$ cat src/rtl/xbus_uart_tx.sv
// xbus slave UART transmitter: FIFO-fed 8N1 serializer
// with programmable bit period and drained-level interrupt.
module xbus_uart_tx #(
  parameter int          FIFO_DEPTH = 8,
  parameter logic [15:0] DIV_RSTVAL = 16'd433
) (
  input  logic        clk,
  input  logic        rst,
  input  logic        xbus_cs,
  input  logic        xbus_we,
  input  logic [3:0]  xbus_be,
  input  logic [31:0] xbus_addr,
  input  logic [31:0] xbus_wdata,
  output logic [31:0] xbus_rdata,
  output logic        tx,
  output logic        irq
);

  localparam int AW = $clog2(FIFO_DEPTH);
  localparam int CW = AW + 1;

  typedef enum logic [1:0] {
    S_IDLE,
    S_START,
    S_DATA,
    S_STOP
  } state_e;

  state_e        state_q, state_d;
  logic [7:0]    mem_q [FIFO_DEPTH];
  logic [AW-1:0] wptr_q, rptr_q;
  logic [CW-1:0] cnt_q, cnt_d;
  logic          ovf_q, ovf_d;
  logic [15:0]   div_q;
  logic          en_q, irqen_q;
  logic [7:0]    shift_q, shift_d;
  logic [15:0]   bcnt_q, bcnt_d;
  logic [2:0]    idx_q, idx_d;
  logic          tx_q, tx_d;
  logic          irq_q;

  logic          wr, rd;
  logic [1:0]    sel;
  logic          push_req, push_ok, pop;
  logic          empty, full, busy;
  logic [31:0]   status;
  logic          unused_bits;

  assign unused_bits = ^{xbus_addr[31:4], xbus_addr[1:0],
                         xbus_wdata[31:16], xbus_be[3:2]};

  assign wr  = xbus_cs & xbus_we;
  assign rd  = xbus_cs & ~xbus_we & rst;
  assign sel = xbus_addr[3:2];

  assign empty = (cnt_q == '0);
  assign full  = (cnt_q == CW'(FIFO_DEPTH));
  assign busy  = (state_q != S_IDLE);

  assign push_req = wr & (sel == 2'd0) & xbus_be[0];
  assign pop      = (state_q == S_IDLE) & en_q & ~empty;
  // a full FIFO still takes a push when a slot frees on the same edge
  assign push_ok  = push_req & (~full | pop);

  always_comb begin
    ovf_d = ovf_q;
    if (push_req && !push_ok)
      ovf_d = 1'b1;
    else if (wr && sel == 2'd1 && xbus_be[0] && xbus_wdata[3])
      ovf_d = 1'b0;
  end

  assign cnt_d = cnt_q + CW'(push_ok) - CW'(pop);

  always_ff @(posedge clk) begin
    if (push_ok)
      mem_q[wptr_q] <= xbus_wdata[7:0];
  end

  always_ff @(posedge clk or negedge rst) begin
    if (!rst) begin
      wptr_q <= '0;
      rptr_q <= '0;
      cnt_q  <= '0;
      ovf_q  <= 1'b0;
    end else begin
      if (push_ok)
        wptr_q <= wptr_q + AW'(1);
      if (pop)
        rptr_q <= rptr_q + AW'(1);
      cnt_q <= cnt_d;
      ovf_q <= ovf_d;
    end
  end

  always_ff @(posedge clk or negedge rst) begin
    if (!rst) begin
      div_q   <= DIV_RSTVAL;
      en_q    <= 1'b0;
      irqen_q <= 1'b0;
    end else if (wr) begin
      if (sel == 2'd2 && xbus_be[0])
        div_q[7:0] <= xbus_wdata[7:0];
      if (sel == 2'd2 && xbus_be[1])
        div_q[15:8] <= xbus_wdata[15:8];
      if (sel == 2'd3 && xbus_be[0]) begin
        en_q    <= xbus_wdata[0];
        irqen_q <= xbus_wdata[1];
      end
    end
  end

  // bit counter reloads from div_q at every bit boundary
  always_comb begin
    state_d = state_q;
    shift_d = shift_q;
    bcnt_d  = bcnt_q;
    idx_d   = idx_q;
    unique case (state_q)
      S_IDLE: begin
        if (pop) begin
          shift_d = mem_q[rptr_q];
          bcnt_d  = div_q;
          state_d = S_START;
        end
      end
      S_START: begin
        if (bcnt_q == '0) begin
          bcnt_d  = div_q;
          idx_d   = 3'd0;
          state_d = S_DATA;
        end else begin
          bcnt_d = bcnt_q - 16'd1;
        end
      end
      S_DATA: begin
        if (bcnt_q == '0) begin
          bcnt_d  = div_q;
          shift_d = {1'b0, shift_q[7:1]};
          if (idx_q == 3'd7)
            state_d = S_STOP;
          else
            idx_d = idx_q + 3'd1;
        end else begin
          bcnt_d = bcnt_q - 16'd1;
        end
      end
      S_STOP: begin
        if (bcnt_q == '0)
          state_d = S_IDLE;
        else
          bcnt_d = bcnt_q - 16'd1;
      end
    endcase
  end

  always_comb begin
    tx_d = 1'b1;
    unique case (state_d)
      S_START: tx_d = 1'b0;
      S_DATA:  tx_d = shift_d[0];
      default: tx_d = 1'b1;
    endcase
  end

  always_ff @(posedge clk or negedge rst) begin
    if (!rst) begin
      state_q <= S_IDLE;
      shift_q <= '0;
      bcnt_q  <= '0;
      idx_q   <= '0;
      tx_q    <= 1'b1;
      irq_q   <= 1'b0;
    end else begin
      state_q <= state_d;
      shift_q <= shift_d;
      bcnt_q  <= bcnt_d;
      idx_q   <= idx_d;
      tx_q    <= tx_d;
      irq_q   <= irqen_q & empty & ~busy;
    end
  end

  assign tx  = tx_q;
  assign irq = irq_q;

  assign status = {16'h0, 8'(cnt_q), 4'h0,
                   ovf_q, busy, empty, full};

  always_comb begin
    xbus_rdata = '0;
    if (rd) begin
      unique case (sel)
        2'd0: xbus_rdata = '0;
        2'd1: xbus_rdata = status;
        2'd2: xbus_rdata = {16'h0, div_q};
        2'd3: xbus_rdata = {30'h0, irqen_q, en_q};
      endcase
    end
  end

endmodule
$ cat config.mk
export PLATFORM = sky130hd
export DESIGN_NAME = xbus_uart_tx
export DESIGN_NICKNAME = d
export VERILOG_FILES = /design/src/rtl/xbus_uart_tx.sv
export SDC_FILE = /design/constraint.sdc
export NUM_CORES = 1
export LEC_CHECK = 0
export BUFFER_PORTS_ARGS = -buffer_cell sky130_fd_sc_hd__buf_2
export CAP_MARGIN = 20
export CORE_MARGIN = 1
export CORE_UTILIZATION = 50
export DETAILED_ROUTE_END_ITERATION = 10
export GPL_TIMING_DRIVEN = 0
export PLACE_DENSITY_LB_ADDON = 0.12
export SETUP_SLACK_MARGIN = 0.5
export SYNTH_ARGS = -nofsm -noshare
export SYNTH_HDL_FRONTEND = slang
export SYNTH_SLANG_ARGS = --single-unit
$ cat constraint.sdc
create_clock -name clk -period 2.55 [get_ports clk]
set_input_delay 0.3825 -clock clk [delete_from_list [all_inputs] [get_ports clk]]
set_output_delay 0.3825 -clock clk [all_outputs]
set_load 0.02 [all_outputs]
# --- Word level (Yosys, flattened, before mapping) ---
# Memory sizes are Yosys's and may differ from the RTL's.
# Cells that the tools add are included.
totals:
  reg_bits: 60
  ram_bits: 64
  out_inout_bits: 34
  elab_cells: 99
  mem_count: 1
mem_list:
  columns: ["memory", "depth", "word_bits", "rd", "rd_clocked_by_memory_dff", "wr", "line_no", "rtl"]
  rows:
  - ["mem_q", 8, 8, 1, 0, 1, "30", "logic [7:0] mem_q [FIFO_DEPTH];"]
classes:
  n_addsub: 6
  n_eq_ne: 15
  mux: 24
  n_bitwise: 15
  reduce_logical: 23
op_table:
  columns: ["op", "count"]
  rows:
  - ["$pmux 32 s4", 1]
  - ["$mux 16", 3]
  - ["$pmux 16 s3", 1]
  - ["$mux 32", 1]
  - ["$logic_not 16->1", 1]
  - ["$mux 8", 2]
  - ["$pmux 8 s2", 1]
  - ["$sub 16x1->16 const B", 1]
  - ["$and 1x1->1", 10]
  - ["$eq 2x2->1 const B", 5]
  - ["$mux 2", 5]
  - ["$ne 2x2->1 const B", 5]
  - ["$add 3x1->3 const B", 3]
  - ["$mux 3", 3]
  - ["$pmux 2 s4", 1]
  - ["$reduce_and 2->1", 4]
  - ["$reduce_bool 2->1", 4]
  - ["$logic_and 1x1->1", 7]
  - ["$eq 2x1->1 const B", 3]
  - ["$pmux 3 s2", 1]
  - ["$add 4x1->4", 1]
  - ["$eq 4x4->1 const B", 1]
  - ["$logic_not 2->1", 2]
  - ["$logic_not 4->1", 1]
  - ["other kinds (10)", 16]

# --- Depth between registers and ports, before layout ---
logic_depth:
  ltp_word: 8
  mapped_depth: 11

# --- Worst setup path after synthesis ---
# No wires, ideal clock.
synth_path:
  path_type: "register -> register"
  startpoint: "reg cnt_q[2]"
  endpoint: "reg cnt_q[2]"
  arrival_ps: 2437
  required_ps: 2427
  slack_ps: -9
  path_stages_with_launch: 12
  path_cell_list: "dfrtp_1 > inv_1 > ha_1 > or3b_2 > nand3_1 > clkbuf_1 > nand2_1 > o21ai_0 > ha_1 > inv_1 > fa_1 > xnor2_1"
synth_between:
  elab_chain_cells: 7
synth_lines:
  columns: ["element", "line_no", "rtl"]
  rows:
  - ["start, declared", "32", "logic [CW-1:0] cnt_q, cnt_d;"]
  - ["start signal, assigned", "91", "cnt_q <= cnt_d;"]
  - ["$logic_not 4->1", "56", "assign empty = (cnt_q == '0);"]
  - ["$not 1->1", "61", "assign pop = (state_q == S_IDLE) & en_q & ~empty;"]
  - ["$and 1x1->1", "61", null]
  - ["$or 1x1->1", "63", "assign push_ok = push_req & (~full | pop);"]
  - ["$and 1x1->1", "63", null]
  - ["$add 4x1->4", "73", "assign cnt_d = cnt_q + CW'(push_ok) - CW'(pop);"]
  - ["$sub 4x1->4 (*)", "73", null]
  - ["named net cnt_d[2]", "32", null]
# The timed path passes the listed nets; every way through them passes the cells marked *.
# A chain may end at the register's enable or synchronous reset.

# --- Worst setup path in the final report ---
layout_path:
  startpoint: "reg cnt_q[2]"
  endpoint: "reg tx_q (netlist: tx)"
layout_between:
  elab_chain_cells: 7
layout_lines:
  columns: ["element", "line_no", "rtl"]
  rows:
  - ["$logic_not 4->1 (*)", "56", null]
  - ["$not 1->1 (*)", "61", null]
  - ["$and 1x1->1 (*)", "61", null]
  - ["$mux 2", "121", "if (pop) begin"]
  - ["$pmux 2 s4", "119", "unique case (state_q)"]
  - ["$eq 2x2->1 / $eq 2x1->1 (equally long branches)", "159", "unique case (state_d)"]
  - ["$pmux 1 s2 (*)", "159", null]
  - ["named net tx_d", "39", "logic tx_q, tx_d;"]
  - ["end signal, assigned", "179", "tx_q <= tx_d;"]
  - ["end, declared", "39", null]
# The timed path passes the listed nets; every way through them passes the cells marked *. The select of a mux whose other input is x is not followed.

==> run_results.csv <==
group,metric,value,unit
grt,grt-ovfl-total,0,
yosys,syn_inst,474,
yosys,synth_ff_type,"edfxtp_1",
power,p_leak,3.20,nW
grt,grt_max_degree,21,
clock_network,clock_latency,420,ps
routing,wl_met2,6690,µm
clock_network,cts_buffer_depth,2,
timing,post-route-min-period,2290,ps
timing,hold_viol_final,0,
timing,worst_pin_slew,910,ps
timing,slew_headroom,39.2,%
yosys,synth_cell_type_count,55,
clock_network,cts_made_buffers,17,
floorplan,die_w,111,µm
yosys,ys_seq_elements,124,
timing,post-route-period-util,89.8,%
yosys,async_reset_ff_share,48.4,%
clock_network,cts_tree,"yes",
grt,grtUsageTotal,24.6,%
yosys,synth-edff-count,64,
floorplan,ios,106,
timing,fmaxAchievable,436,MHz
cells_and_area,syn2layout_area_growth,31.7,%
cells_and_area,drive_above_1_share,40.7,%
clock_network,cts_htree_levels,4,
critical_path,criticalPathCategory,"reg2reg",
routing,viasPerCell,5.70,
critical_path,worst-r2r-cell-count,10,
critical_path,crit_arrival,2640,ps
timing,final_max_slew_viol_count,0,
grt,grt_pass1_vias,4233,
cells_and_area,layout.nets,688,
clock_network,cts.sinks,124,
critical_path,critPathRequiredTime,2890,ps
timing,rsz0062_at_grt,"yes",
grt,grt_pass1_wl,22600,µm
critical_path,cp_max_fo,3,
cells_and_area,finalNonFillerCells,755,
clock_network,clk_pin_slew,60,ps
placement,place_inst,675,
grt,antenna_found_initial,0,
yosys,postSynthAreaPerCell,12.5,µm²
routing,drt-met1-wl,6260,µm
outcome,violations,"DRC",
placement,globalplace.congestion,0.793,
routing,wl_per_cell,18.6,µm
critical_path,end_kind,"register",
cells_and_area,antenna_cells,0,
yosys,syn-cell-area,5940,µm²
timing,setup_tns,0,ps
critical_path,cp-start-kind,"register",
floorplan,die_h,111,µm
timing,finalSetupViolCount,0,
routing,vias,4302,
outcome,status,"complete, but fails checks",
power,power.density,1100,nW/µm²
placement,dp_hpwl,8840,µm
placement,io_buffer_count,41,
routing,wirelength,14100,µm
timing,fin_skew,12.5,ps
floorplan,die_area,12300,µm²
routing,dr_wl_met3,888,µm
floorplan,core,11500,µm²
worst_hold_path,hp-class,"in2async",
clock_network,root_buffer,"clkbuf_16",
routing,first_iter_violations,290,
routing,drc,8,
floorplan,rows,39,
floorplan,start_util,51.6,%
routing,ant_nets,0,
power,peakVddDrop,0.837,mV
routing,top_layer_used,"met4",
yosys,yosysSeqAreaShare,57.7,%
yosys,ys_warn_count,0,
routing,firstDrtPassIters,7,
timing,whs,47.4,ps
run,maxCapViolCount,0,
registers in the layout (all words and copies together) (netlist names):
register  cells
bcnt_q       16
cnt_q         4
div_q        16
en_q          1
idx_q         3
irq           1
irqen_q       1
mem_q        64
ovf_q         1
rptr_q        3
shift_q       8
state_q       2
tx            1
wptr_q        3
synthesized netlist by cell type (all sizes together), types with 8 or more instances:
library cell  count  area (µm²)
a21oi            22         110
a22oi             8        60.1
and2             10        65.1
buf              25         176
clkbuf           10        37.5
dfrtp            54        1350
edfxtp           64        1920
ha               16         200
inv              14        52.6
mux2             21         236
mux4             16         360
nand2            42         158
nand3             8        40.0
nor2             37         141
nor3             15        80.1
nor4              8        56.3
o21ai            34         170
timing repair:
| action | in CTS | in global routing |
|---|---|---|
| buffers inserted | 31 | 13 |
| pin swaps | 11 | 9 |
| setup endpoints to repair | 110 | 97 |
| hold buffers | 3 | 0 |
| resized for setup | 49 | 38 |
| cloned | 1 | 0 |
| hold endpoints to repair | 20 | 0 |
metrics by stage:
step | total power (W) | utilization (%) | setup WS, ps | area, µm²
floorplan | 0.00492 | - | 338 | 6070
global placement | 0.00554 | 56.0 | -763 | 6450
detailed placement | 0.00562 | 56.3 | -149 | 6480
CTS | 0.00828 | 66.0 | 287 | 7600
global route | 0.00915 | 67.9 | 164 | 7820
finish | 0.00863 | 67.9 | 259 | 7820
logic make-up (layout without fill, tap and decap cells):
| kind of cell | count (synthesis) | in the layout | synth area share [%] |
|---|---|---|---|
| AO/OA/AOI/OAI | 90 | 90 | 10.2 |
| multiplexers | 44 | 44 | 11.2 |
| buffers and inverters | 49 | 172 | 4.49 |
| AND/OR/NAND/NOR | 143 | 143 | 11.7 |
| other | 1 | 16 | 0.0631 |
| XOR/XNOR | 6 | 6 | 0.884 |
| flip-flops | 124 | 124 | 57.7 |
| adder cells (fa/ha/maj) | 17 | 17 | 3.71 |
worst paths after layout:
path                                   startpoint                     end  slack (ps)
hold reg to reg            shift_q[4]$_DFFE_PN0P_  shift_q[4]$_DFFE_PN0P_         490
max in group asynchronous                     rst  bcnt_q[11]$_DFFE_PN0P_        1250
hold / removal                                rst   wptr_q[2]$_DFFE_PN0P_          50
min in group clk                   xbus_wdata[14]   div_q[14]$_DFFE_PN0P_         190
setup / recovery               cnt_q[2]$_DFF_PN0_            tx$_DFF_PN1_         260
setup reg to reg               cnt_q[2]$_DFF_PN0_            tx$_DFF_PN1_         260
routing by layer:
layer	global-route usage, %	vias up
li1	-	1999
met1	35.0	2139
met2	37.4	141
met3	6.23	23
met4	7.66	0
met5	0	-
power breakdown:
| part | switching [W] | internal, W | total, W | leakage, nW |
|---|---|---|---|---|
| registers | 0.000426 | 0.00249 | 0.00292 | 1.32 |
| clock network | 0.000892 | 0.00133 | 0.00223 | 0.258 |
| logic | 0.00182 | 0.00166 | 0.00348 | 1.61 |
| total | 0.00314 | 0.00549 | 0.00863 | 3.20 |
layout by cell type, fill, tap and decap left out, types with 7 or more instances in the layout:
cell type	synthesis	routed
nor3_1	14	9
buf_6	2	9
o21ai_0	22	21
nand2_1	42	39
and2_1	9	9
clkbuf_16	0	18
a221o_1	7	7
o21ai_1	12	12
buf_2	6	40
mux4_2	16	16
buf_4	16	58
nor2_1	36	30
mux2_2	21	21
ha_1	16	10
edfxtp_1	64	64
dfrtp_1	54	52
a21oi_1	22	21
mux2i_1	7	7
conb_1	1	16
worst max-delay path: stages (launching register included):
cell and delay [ps]:
dfrtp_1 360, inv_2 60, ha_4 150, or3b_4 250, nand3_4 100, buf_4 160, buf_6 110, a221o_1 400
a221oi_2 290, nand2_1 80, mux2_2 270
cell type report:
cell class	instances	area [µm²]
flip-flops and latches	124	3430
plain buffers	35	268
inverters	14	60.1
repair buffers	91	722
clock buffers	18	429
fillers	804	3690
well taps	143	179
clock inverters	14	121
multi-input cells	316	2610
No activity file was read; power rests on OpenSTA's default activity.
